`src/rtl/sdram_arb_pkg.sv`:
```
// Shared types and helpers for the SDRAM Avalon-MM arbiter.
package sdram_arb_pkg;

  typedef enum logic [0:0] {IDLE, BUSY} arb_state_t;

  localparam int unsigned BE_W = 2;

  // Width of a master index; never zero so single-bit IDs stay legal.
  function automatic int unsigned id_width(input int unsigned n);
    return (n > 2) ? $clog2(n) : 1;
  endfunction

endpackage

```
`src/rtl/sdram_arb_id_fifo.sv`:
```
// Small FIFO of master IDs for reads accepted by the slave but not yet returned.
module sdram_arb_id_fifo #(
  parameter int unsigned DEPTH = 4,
  parameter int unsigned WIDTH = 1
) (
  input  logic                     clk,
  input  logic                     rst_n,
  input  logic                     push,
  input  logic                     pop,
  input  logic [WIDTH-1:0]         din,
  output logic [WIDTH-1:0]         dout,
  output logic                     full,
  output logic                     empty,
  output logic [$clog2(DEPTH):0]   count
);

  localparam int unsigned PTR_W = (DEPTH > 1) ? $clog2(DEPTH) : 1;
  localparam int unsigned CNT_W = $clog2(DEPTH) + 1;

  logic [WIDTH-1:0] mem_q [DEPTH];
  logic [PTR_W-1:0] wr_ptr_q, rd_ptr_q;
  logic [CNT_W-1:0] count_q;
  logic             do_push, do_pop;

  function automatic logic [PTR_W-1:0] next_ptr(input logic [PTR_W-1:0] p);
    return (p == PTR_W'(DEPTH - 1)) ? '0 : p + 1'b1;
  endfunction

  assign full  = (count_q == CNT_W'(DEPTH));
  assign empty = (count_q == '0);
  assign count = count_q;
  assign dout  = mem_q[rd_ptr_q];

  // A pop in the same cycle frees the slot, so a push at full is still taken.
  assign do_pop  = pop & ~empty;
  assign do_push = push & (~full | do_pop);

  always_ff @(posedge clk or negedge rst_n) begin
    if (!rst_n) begin
      wr_ptr_q <= '0;
      rd_ptr_q <= '0;
      count_q  <= '0;
      for (int i = 0; i < int'(DEPTH); i++) begin
        mem_q[i] <= '0;
      end
    end else begin
      if (do_push) begin
        mem_q[wr_ptr_q] <= din;
        wr_ptr_q        <= next_ptr(wr_ptr_q);
      end
      if (do_pop) begin
        rd_ptr_q <= next_ptr(rd_ptr_q);
      end
      case ({do_push, do_pop})
        2'b10:   count_q <= count_q + 1'b1;
        2'b01:   count_q <= count_q - 1'b1;
        default: count_q <= count_q;
      endcase
    end
  end

endmodule

```
`src/rtl/sdram_avalon_arbiter.sv`:
```
// Round-robin arbiter sharing one Avalon-MM SDRAM slave between several masters,
// with pipelined reads routed back through a queue of issuing master IDs.
module sdram_avalon_arbiter
  import sdram_arb_pkg::*;
#(
  parameter int unsigned NUM_MASTERS = 2,
  parameter int unsigned ADDR_W      = 25,
  parameter int unsigned DATA_W      = 16,
  parameter int unsigned MAX_PENDING = 4
) (
  input  logic                          clk_clk,
  input  logic                          reset_reset_n,
  input  logic [NUM_MASTERS*ADDR_W-1:0] m_address,
  input  logic [NUM_MASTERS-1:0]        m_read,
  input  logic [NUM_MASTERS-1:0]        m_write,
  input  logic [NUM_MASTERS*DATA_W-1:0] m_writedata,
  input  logic [NUM_MASTERS*BE_W-1:0]   m_byteenable,
  output logic [NUM_MASTERS-1:0]        m_waitrequest,
  output logic [DATA_W-1:0]             m_readdata,
  output logic [NUM_MASTERS-1:0]        m_readdatavalid,
  output logic [ADDR_W-1:0]             s_address,
  output logic                          s_read,
  output logic                          s_write,
  output logic [DATA_W-1:0]             s_writedata,
  output logic [BE_W-1:0]               s_byteenable,
  input  logic                          s_waitrequest,
  input  logic [DATA_W-1:0]             s_readdata,
  input  logic                          s_readdatavalid,
  output logic                          err_underflow
);

  localparam int unsigned ID_W  = id_width(NUM_MASTERS);
  localparam int unsigned CNT_W = $clog2(MAX_PENDING) + 1;

  arb_state_t       state_q, state_d;
  logic [ID_W-1:0]  grant_q, grant_d;
  logic [ID_W-1:0]  rr_ptr_q, rr_ptr_d;
  logic             err_underflow_q;

  logic [NUM_MASTERS-1:0] request;
  logic [ID_W-1:0]        pick_id;
  logic                   g_read, g_write, is_read, read_blocked, accept;
  logic                   push, pop;
  logic [ID_W-1:0]        head_id;
  logic                   fifo_full, fifo_empty;
  logic [CNT_W-1:0]       fifo_count, post_pop_count;

  assign request = m_read | m_write;
  assign g_read  = m_read[grant_q];
  assign g_write = m_write[grant_q];
  // Write wins when both strobes are high.
  assign is_read = g_read & ~g_write;

  assign pop            = s_readdatavalid & ~fifo_empty;
  assign post_pop_count = fifo_count - CNT_W'(pop);
  assign read_blocked   = (state_q == BUSY) & is_read & (post_pop_count == CNT_W'(MAX_PENDING));
  assign accept         = (state_q == BUSY) & (s_read | s_write) & ~s_waitrequest;
  assign push           = accept & s_read & (~fifo_full | pop);

  // First requester at or after rr_ptr, wrapping.
  always_comb begin
    logic        found;
    int unsigned idx;
    pick_id = '0;
    found   = 1'b0;
    idx     = 0;
    for (int unsigned i = 0; i < NUM_MASTERS; i++) begin
      idx = (int'(rr_ptr_q) + i) % NUM_MASTERS;
      if (!found && request[idx]) begin
        found   = 1'b1;
        pick_id = ID_W'(idx);
      end
    end
  end

  always_ff @(posedge clk_clk or negedge reset_reset_n) begin
    if (!reset_reset_n) begin
      state_q         <= IDLE;
      grant_q         <= '0;
      rr_ptr_q        <= '0;
      err_underflow_q <= 1'b0;
    end else begin
      state_q  <= state_d;
      grant_q  <= grant_d;
      rr_ptr_q <= rr_ptr_d;
      if (s_readdatavalid && fifo_empty) begin
        err_underflow_q <= 1'b1;
      end
    end
  end

  always_comb begin
    state_d  = state_q;
    grant_d  = grant_q;
    rr_ptr_d = rr_ptr_q;
    unique case (state_q)
      IDLE: begin
        if (|request) begin
          state_d = BUSY;
          grant_d = pick_id;
        end
      end
      BUSY: begin
        if (accept) begin
          state_d  = IDLE;
          rr_ptr_d = (grant_q == ID_W'(NUM_MASTERS - 1)) ? '0 : grant_q + 1'b1;
        end else if (!(g_read || g_write)) begin
          state_d = IDLE;
        end
      end
      default: state_d = IDLE;
    endcase
  end

  always_comb begin
    s_address       = '0;
    s_read          = 1'b0;
    s_write         = 1'b0;
    s_writedata     = '0;
    s_byteenable    = '0;
    m_waitrequest   = '1;
    m_readdatavalid = '0;
    if (state_q == BUSY) begin
      s_address              = m_address[grant_q*ADDR_W +: ADDR_W];
      s_writedata            = m_writedata[grant_q*DATA_W +: DATA_W];
      s_byteenable           = m_byteenable[grant_q*BE_W +: BE_W];
      s_read                 = is_read & ~read_blocked;
      s_write                = g_write;
      m_waitrequest[grant_q] = s_waitrequest | read_blocked;
    end
    if (pop) begin
      m_readdatavalid[head_id] = 1'b1;
    end
  end

  assign m_readdata    = s_readdata;
  assign err_underflow = err_underflow_q;

  sdram_arb_id_fifo #(
    .DEPTH (MAX_PENDING),
    .WIDTH (ID_W)
  ) u_id_fifo (
    .clk   (clk_clk),
    .rst_n (reset_reset_n),
    .push  (push),
    .pop   (pop),
    .din   (grant_q),
    .dout  (head_id),
    .full  (fifo_full),
    .empty (fifo_empty),
    .count (fifo_count)
  );

endmodule

```
`config.mk`:
```
export PLATFORM = sky130hd
export DESIGN_NAME = sdram_avalon_arbiter
export DESIGN_NICKNAME = d
export VERILOG_FILES = /design/src/rtl/sdram_arb_pkg.sv /design/src/rtl/sdram_arb_id_fifo.sv /design/src/rtl/sdram_avalon_arbiter.sv
export SDC_FILE = /design/constraint.sdc
export NUM_CORES = 1
export LEC_CHECK = 0
export CAP_MARGIN = 20
export CORE_AREA = 10 10 97 99
export DETAILED_ROUTE_END_ITERATION = 10
export DIE_AREA = 0 0 107 109
export PLACE_DENSITY = 0.68
export SYNTH_ARGS = -nofsm -noshare
export SYNTH_HDL_FRONTEND = slang
export SYNTH_SLANG_ARGS = --single-unit
```
`constraint.sdc`:
```
create_clock -name clk_clk -period 3.6 [get_ports clk_clk]
set_clock_uncertainty 0.1 [all_clocks]
set_input_delay 0.72 -clock clk_clk [delete_from_list [all_inputs] [get_ports clk_clk]]
set_output_delay 0.72 -clock clk_clk [all_outputs]
set_load 0.05 [all_outputs]
```
==> summary.txt, run 1 <==
Layout
  – Syn-to-layout area delta: 82.0%
  – Final layout net count: 434
  – Fillers: 765
  – N_diodes: 0
  – Share of layout cells above drive strength 1: under 10%
  – Finished Cell Area: 0.00330 mm2

CTS
  – CTS tree: built
  – Setup Buffers After CTS: 0
  – Hold_buf cts: 0
  – # resized after CTS: 0
  – Worst skew pair latency: 0.25 ns
  – Clock buffer depth: 2
  – Root buffer cell: clkbuf_8
  – Total CTS buffers: 3
  – Clock Sinks: 15
  – H-Tree Depth: 1
  – Clock Pin Slew Worst Setup and Hold Paths: 0.06 ns

Floorplan
  – Core ar.: roughly 0.0075 mm2
  – Io pins: roughly 180
  – Die Wd: 107 um
  – Die Area: 0.0117 mm2
  – Die Span Y: 109 um
  – Cell Rows: 32
  – Initial core utilization: between 20% and 30%

Drt
  – Via count: 1745
  – Final wirelength: 6770 um
  – WL per Instance: 16.2 um
  – Post-route ant nets: 0
  – Initial drt markers: 56
  – DRC violations left: 0
  – Vias/cell: 4.17
  – First-pass iteration count of the detailed router: 3

STA
  – Pins Over Slew Limit: 0
  – RSZ-0062 raised after global routing: no
  – Hold Slack: 0.366 ns
  – Final setup viols: 0
  – Final Hold Viols: 0
  – Setup WS post-layout: 0.387 ns
  – Worst-margin pin slew: 0.695 ns
  – Setup TNS: 0 ns
  – Final critical-path required period: 3.21 ns
  – Slew margin rel.: 53.5%
  – Fmax: 311 MHz
  – Period utilization: 89.2%

Logic synthesis
  – Top area cells in the synthesized netlist: mux2i_1 25%, dfrtp_1 21%, nor2b_1 15%
  – Number of synthesized flops with an enable pin: 0
  – Most used DFF post-synth: dfrtp_1
  – Synth Instances: 195
  – Synth Net Count: approximately 310
  – Leading area contributor after synthesis: mux2i_1
  – Top cell type's share of synthesized area: 24.9%
  – Yosys warning total: 0
  – Seq cells post-synth: 15
  – Synthesized area: 0.00181 mm2
  – Avg Cell Area, Syn: a little over 9 um2
  – FFs w/ async S/R, synth: 100%
  – Unique cell type count in the Yosys netlist: 33
  – Post-synthesis sequential area ratio: 20.7%

Setup path
  – Critical path class: input port to output port
  – Critical path's slowest cell: clkdlybuf4s50_1
  – Worst path arrival time: 2.39 ns
  – Crit path cell chain: clkdlybuf4s50_1, nand2b_1, nor2b_1, clkdlybuf4s50_1
  – Crit. Startpoint: s_readdatavalid
  – CP dominant cell by count: clkdlybuf4s50_1
  – Type of origin of the critical path: input port
  – Reg2reg start: grant_q
  – CP max FO: 6
  – Worst path max stage delay: roughly 0.82 ns
  – Crit. End Element: output port
  – Required @ worst endpoint: 2.78 ns

Place
  – Placed Instance Area: 0.00325 mm2
  – Pre-CTS setup slack: 0.372 ns
  – GPL Wtd Cong: 0.763
  – Buffers on Ports: around 140
  – DP HPWL: 5890 um

Global routing
  – Maximum number of pins on one net before global-route repair: between 40 and 50
  – All-Layer GR Usage: 10.6%
  – Initial antenna violation count: 0
  – GR Overflow Total: 0
  – First-pass GRT wire length: 10100 um
  – Number of global-route vias before repair: about 1800

Power and ir drop
  – Peak supply drop: around 280 uV
  – Pleak: roughly 0.0014 uW
  – Power per Cell Area: between 800 and 900 mW/mm2

Run
  – Max-cap violations: 0

Worst hold path
  – Worst Hold Class: flop to flop
  – HP Start: err_underflow

Run status
  – Status: completed
==> cells in the final DEF, fill, tap and decap left out, types with 3 or more instances in the layout <==
cell	n
a21o_1	3
mux2_2	6
buf_12	4
nand2_1	3
nand2b_1	3
ha_1	6
clkbuf_8	3
dfrtp_1	14
nor3b_2	4
inv_1	11
nor2_1	6
mux2i_1	45
nor2b_1	44
clkdlybuf4s50_1	139
==> through the flow <==
step,utilization (%),instances,total power [uW]
3_5_place_dp,43.1,414,2760
3_3_place_gp,43.1,414,2720
2_1_floorplan,-,195,2020
4_1_cts,43.8,418,2910
5_1_grt,43.8,418,3040
6_report,43.8,418,2860
==> sequential cells by signal (all words and copies together), names as in the netlist <==
register,flops
err_underflow,1
grant_q,1
rr_ptr_q,1
state_q,1
u_id_fifo.count,3
u_id_fifo.mem_q,4
u_id_fifo.rd_ptr_q,2
u_id_fifo.wr_ptr_q,2
==> layout make-up <==
cell class	instances	area [um2]	share of cell area, %
well taps	102	128	3.87
inverters	11	41.3	1.25
clock inverters	1	7.51	0.228
flip-flops and latches	15	377	11.4
repair buffers	145	1490	45.1
clock buffers	3	41.3	1.25
multi-input cells	141	1210	36.9
==> layer usage <==
metal | share of wire [%] | GRT usage, % | up-vias
li1 | - | - | 878
met1 | 40 | 12.0 | 786
met2 | 53 | 19.9 | 70
met3 | 6.1 | 2.60 | 11
met4 | 0.84 | 2.03 | 0
met5 | 0 | 0 | -
==> cells by family after synthesis <==
| kind of cell | synth area share (%) |
|---|---|
| buffers and inverters | 12.2 |
| xor gates and xnor gates | 2.35 |
| DFF | 20.7 |
| muxes | 30.5 |
| and+or+nand+nor | 23.6 |
| AOI/OAI and AO/OA | 5.39 |
| adders and majority gates | 5.25 |
==> cells in the mapped netlist (2+ instances only) <==
| master | instances |
|---|---|
| a21o_1 | 3 |
| buf_2 | 4 |
| buf_4 | 18 |
| clkbuf_1 | 5 |
| dfrtp_1 | 15 |
| ha_1 | 6 |
| inv_1 | 11 |
| mux2_2 | 6 |
| mux2i_1 | 45 |
| nand2_1 | 3 |
| nand2b_1 | 3 |
| nor2_1 | 6 |
| nor2b_1 | 44 |
| nor3_1 | 2 |
| nor3b_2 | 4 |
| o21ai_0 | 2 |
| xor2_1 | 2 |
==> power by group <==
| part | total, uW | switching, uW | internal, uW |
|---|---|---|---|
| registers | 371 | 116 | 255 |
| clock network | 138 | 60.3 | 77.7 |
| logic | 2350 | 1400 | 948 |
| total | 2860 | 1580 | 1280 |
==> critical path, delay by kind of cell <==
kind | cells | cell delay [ns]
buf+inv | 2 | 1.36
simple gates | 2 | 0.30
==> worst paths after layout <==
kind | to | slack [ns] | cells past startpoint
min | err_underflow | 0.37 | 1
max in group asynchronous | grant_q | 2.12 | 1
min in group asynchronous | err_underflow | 0.79 | 1
max reg2reg | u_id_fifo.count[2] | 1.12 | 10
min reg2reg | err_underflow | 0.37 | 1
max | m_readdatavalid[1] | 0.39 | 4
Note: power is estimated with default switching activity, not from simulation.
==> inputs of run 2 (changes only) <==
- ABC_AREA: default -> 1
- CORE_AREA: 10 10 97 99 -> 10 10 94 96
- DIE_AREA: 0 0 107 109 -> 0 0 104 106
- PLACE_DENSITY: 0.68 -> 0.7
==> run 2 against run 1 <==
Against the previous run: worst setup slack better by 0.20 ns; maximum frequency is 6.7% higher; first-iteration DRC count is 68% higher; worst hold slack better by 0.0062 ns; utilization is 0.093 points lower; highest routed layer unchanged.
==> summary.txt, run 2 <==
Layout
  – N_diodes: 0
  – Final layout net count: 516
  – Biggest register: u_id_fifo.mem_q
  – Syn-to-layout area delta: 83.0%
  – Leading cell type in the layout, fill and taps excluded: clkdlybuf4s50_1
  – Max reg flops: 4
  – Fin cells: 497
  – Most frequent cells in the layout: 129 x clkdlybuf4s50_1, 95 x nor2_1, 49 x o21ai_0
  – Share of layout cells above drive strength 1: under 10%
  – Util after Layout: a little over two fifths

Logic synthesis
  – Top cell type's share of synthesized area: ~22%
  – Synth Net Count: 398
  – Count leader, synth: nor2_1
  – Simple-gate share of the synthesized area: a little over a third
  – Synth Area in Compound Gates: 18.3%
  – Xor/xnor share of the synthesized area: 1.04%
  – FFs w/ async S/R, synth: 100%
  – Yosys warning total: 0
  – Leading area contributor after synthesis: dfrtp_1
  – Post-synthesis mux area share: 0%
  – Number of synthesized flops with an enable pin: 0
  – Most frequent cells after synthesis: 95 x nor2_1, 49 x o21ai_0, 28 x nand2_1, 17 x buf_4
  – Synth Instances: 281
  – Most used DFF post-synth: dfrtp_1
  – Adder-Cell Fraction of Synth Area: 5.64%
  – Unique cell type count in the Yosys netlist: 27
  – Synthesized area: 0.00169 mm2
  – Largest family of logic cells by synthesized area: simple AND/OR/NAND/NOR gates
  – Avg Cell Area, Syn: ~6 um2
  – Top area cells in the synthesized netlist: dfrtp_1 22%, nor2_1 21%, o21ai_0 15%
  – Seq cells post-synth: 15
  – Post-synthesis sequential area ratio: 22.3%

Floorplan
  – Core ar.: around 0.0071 mm2
  – Die Span Y: 106 um
  – Cell Rows: 31
  – Die Wd: 104 um
  – Die Area: 0.0110 mm2
  – Initial core utilization: 23.9%
  – Io pins: 176

STA
  – Final setup viols: 0
  – Setup TNS: 0 ns
  – Fmax: 332 MHz
  – Final critical-path required period: 3.01 ns
  – Worst-margin pin slew: 0.692 ns
  – Period utilization: between 80% and 90%
  – Pins Over Slew Limit: 0
  – RSZ-0062 raised after global routing: no
  – Slew margin rel.: roughly 54%
  – Final Hold Viols: 0

Setup path
  – Cell depth of the worst flop-to-flop path: 12
  – Crit path cell chain: clkdlybuf4s50_1, o21ai_0, nor2_1, clkdlybuf4s50_1
  – Required @ worst endpoint: 2.78 ns
  – Worst Path Buf+Inv: 2
  – Reg2reg start: grant_q
  – Worst reg2reg endpoint: u_id_fifo.count[2]
  – Worst path max stage delay: 0.82 ns
  – Type of origin of the critical path: input port
  – Worst path arrival time: 2.19 ns
  – CP dominant cell by count: clkdlybuf4s50_1
  – Critical path class: input port to output port
  – Critical path's slowest cell: clkdlybuf4s50_1
  – Crit. End Element: output port
  – CP max FO: 1
  – Top delay family on crit path: buffers and inverters
  – Worst R2R Setup Slack: 1.27 ns

Power and ir drop
  – Tot Pwr: 2960 uW
  – Pleak: around 0.0014 uW
  – Power per Cell Area: 959 mW/mm2
  – Peak supply drop: between 300 and 400 uV

Place
  – DP HPWL: just over 6000 um
  – Buffers on Ports: between 100 and 150
  – Inst Count DP: a little under 500
  – GPL Wtd Cong: ~0.8

Run status
  – Status: completed

Drt
  – DRC violations left: 0
  – WL per Instance: 15.0 um
  – First-pass iteration count of the detailed router: 4
  – Final wirelength: 7450 um
  – Initial drt markers: 94
  – Via count: 2170
  – Post-route ant nets: 0
  – Vias/cell: roughly 4.4

CTS
  – Clock buffer depth: 2
  – Clock Sinks: 15
  – H-Tree Depth: 1
  – Setup Buffers After CTS: 0
  – Clock Pin Slew Worst Setup and Hold Paths: 0.07 ns
  – Hold_buf cts: 0
  – # resized after CTS: 0
  – Root buffer cell: clkbuf_8
  – CTS tree: built
  – Worst skew pair latency: between 0.2 and 0.3 ns
  – Total CTS buffers: 3

Global routing
  – GR Overflow Total: 0
  – All-Layer GR Usage: about an eighth
  – First-pass GRT wire length: 11700 um
  – Number of global-route vias before repair: 2082
  – Maximum number of pins on one net before global-route repair: slightly below 50
  – Initial antenna violation count: 0

Run
  – Max-cap violations: 0

Worst hold path
  – Worst Hold Path EP: u_id_fifo.mem_q[1]
  – HP Start: u_id_fifo.mem_q[1]
  – Worst Hold Class: flop to flop
  – Hold depth: 2
==> run 2: logic make-up after synthesis <==
family | after synthesis
AO/OA/AOI/OAI | 60
buffers and inverters | 51
AND/OR/NAND/NOR | 146
adder cells (fa/ha/maj) | 7
XOR/XNOR | 2
flip-flops | 15
==> run 2: power by group <==
part	total (uW)	switching [uW]	internal (uW)
Clock	138	61.7	76.6
Sequential	308	62.3	246
Combinational	2510	1710	805
Total	2960	1830	1130
==> run 2: tightest hold or removal path: cells and delay by family, from the launching register on <==
| kind | cells | cell delay (ns) |
|---|---|---|
| simple gates | 2 | 0.10 |
| flops | 1 | 0.34 |
==> run 2: final cells by class <==
cell class	instances	area [um2]
tap	99	124
fill	715	3980
multi-input combinational	215	1020
inverter	17	68.8
clock buffer	3	41.3
timing repair buffer	147	1450
sequential	15	375
clock inverter	1	5.00
==> run 2: worst max-delay path by stage <==
stage | from | end | cells after the start
after floorplan | s_readdatavalid | m_readdatavalid[0] | 4
after global placement | m_writedata[11] | s_writedata[11] | 4
after detailed placement | s_readdatavalid | u_id_fifo.count[2] | 13
after CTS | m_address[14] | s_address[14] | 4
after global routing | m_address[21] | s_address[21] | 4
final | m_address[21] | s_address[21] | 4
==> run 2: per-layer routing <==
metal	global-route usage (%)	vias to the layer above	part of all wire [%]
met5	0	-	0
met4	2.19	0	0.91
met3	3.02	12	6.4
met2	22.6	99	49
met1	15.4	948	44
li1	-	1111	-
==> run 2: stage by stage <==
stage,setup WS [ns],hold WS (ns),area (um2)
floorplan,1.00,0.324,1690
global placement,0.572,0.356,3040
detailed placement,0.554,0.358,3040
CTS,0.561,0.374,3080
global route,0.486,0.399,3080
finish,0.590,0.372,3080
==> inputs of run 3 (changes only) <==
- clock period: 3.6 -> 3.1 ns (I/O delays scaled with it)
==> run 3 against run 2 <==
Against the previous run: wire length shrank 1.3%; non-clock buffer count grew 2; utilization shrank 0.69 points; largest power group unchanged; flip-flop and latch count is the same; final area shrank 1.6%; largest cell class unchanged; critical endpoint is now m_waitrequest[1].
==> summary.txt, run 3 (synthesis results as in run 2) <==
Run status
  – Status: completed

CTS
  – Setup Buffers After CTS: 0
  – Clock buffer depth: 2
  – H-Tree Depth: 1
  – Hold_buf cts: 0
  – Clock Pin Slew Worst Setup and Hold Paths: 0.06 ns
  – Root buffer cell: clkbuf_8
  – CTS tree: built
  – # resized after CTS: 0
  – Worst skew pair latency: 0.25 ns
  – Total CTS buffers: 3
  – Clock Sinks: 15

STA
  – Final Hold Viols: 0
  – Pins Over Slew Limit: 0
  – Fmax: 373 MHz
  – Worst-margin pin slew: 0.703 ns
  – Final setup viols: 0
  – RSZ-0062 raised after global routing: no
  – Slew margin rel.: 53.0%
  – Setup TNS: 0 ns
  – Period utilization: 86.5%
  – Final critical-path required period: 2.68 ns

Power and ir drop
  – Peak supply drop: 660 uV
  – Power per Cell Area: 1120 mW/mm2
  – Pleak: 0.00141 uW

Layout
  – Most frequent cells in the layout: 95 x nor2_1, 94 x clkdlybuf4s50_1, 51 x buf_4
  – Max reg flops: 4
  – Util after Layout: 43.0%
  – Final layout net count: 518
  – Share of layout cells above drive strength 1: about 18%
  – N_diodes: 0
  – Syn-to-layout area delta: 80.1%
  – Fillers: about 720
  – Leading cell type in the layout, fill and taps excluded: nor2_1
  – Biggest register: u_id_fifo.mem_q

Run
  – Max-cap violations: 0

Drt
  – Initial drt markers: 80
  – First-pass iteration count of the detailed router: 4
  – WL per Instance: 14.7 um
  – Vias/cell: ~4.3
  – Post-route ant nets: 0
  – Via count: 2135
  – Final wirelength: 7350 um
  – DRC violations left: 0

Floorplan
  – Io pins: between 150 and 200
  – Die Wd: 104 um
  – Initial core utilization: 23.9%
  – Die Span Y: about 110 um
  – Core ar.: 0.00706 mm2
  – Die Area: 0.0110 mm2
  – Cell Rows: 31

Global routing
  – Maximum number of pins on one net before global-route repair: 41
  – Number of global-route vias before repair: slightly below 2000
  – GR Overflow Total: 0
  – First-pass GRT wire length: 11300 um
  – Initial antenna violation count: 0
  – All-Layer GR Usage: 12.2%

Setup path
  – Type of origin of the critical path: input port
  – Required @ worst endpoint: 2.38 ns
  – Crit. End Element: output port
  – CP max FO: 3
  – Critical path class: input port to output port
  – Worst path arrival time: a little under 2 ns

Worst hold path
  – Worst Hold Class: flop to flop

Place
  – GPL Wtd Cong: 0.792
  – DP HPWL: 6130 um
  – Buffers on Ports: 143
==> run 3: worst paths after layout <==
check                      cells after the start           from                 end  slack [ns]
max                                            9     m_write[0]    m_waitrequest[1]        0.42
min                                            2       rr_ptr_q            rr_ptr_q        0.37
max reg2reg                                   12        grant_q  u_id_fifo.count[2]        0.60
min reg2reg                                    2       rr_ptr_q            rr_ptr_q        0.37
max in group asynchronous                      1  reset_reset_n             state_q        1.76
min in group asynchronous                      1  reset_reset_n  u_id_fifo.mem_q[3]        0.69
==> run 3: power breakdown <==
group	switching (uW)	internal (uW)	leakage, uW
combinational	1950	897	0.00121
clock	70.8	91.1	0.0000228
sequential	114	285	0.000183
==> run 3: cell type report <==
cell class	instances	area [um2]	share of cell area, %
Timing Repair Buffer	149	1400	46.2
Tap cell	99	124	4.08
Inverter	17	68.8	2.27
Multi-Input combinational cell	215	1020	33.6
Sequential cell	15	375	12.4
Clock buffer	4	45.0	1.48
==> run 3: critical path, stage by stage <==
cell             delay, ns
clkdlybuf4s50_1       0.53
inv_1                 0.07
nand2_2               0.08
nand2_2               0.06
nand3_2               0.07
o21ai_0               0.07
nor2_1                0.16
nand2_1               0.08
buf_4                 0.22
==> run 3: metal layers <==
| layer | share of wire [%] | vias to the layer above | global-route usage [%] | wire [um] |
|---|---|---|---|---|
| met5 | 0 | - | 0 | 0 |
| met4 | 0.75 | 0 | 1.89 | 55 |
| met3 | 7.9 | 10 | 3.50 | 578 |
| met2 | 50 | 95 | 22.6 | 3710 |
| met1 | 41 | 911 | 13.9 | 3010 |
| li1 | - | 1119 | - | - |
==> run 3: through the flow <==
stage          std cells  area, um2  setup slack [ns]  hold slack [ns]  power, uW
4_1_cts              499       3040             0.405            0.377       3440
3_3_place_gp         495       2990             0.281            0.357       3240
2_1_floorplan        281       1690             0.705            0.224       2410
5_1_grt              499       3040             0.333            0.410       3630
6_report             499       3040             0.419            0.370       3400
3_5_place_dp         495       2990             0.241            0.363       3270
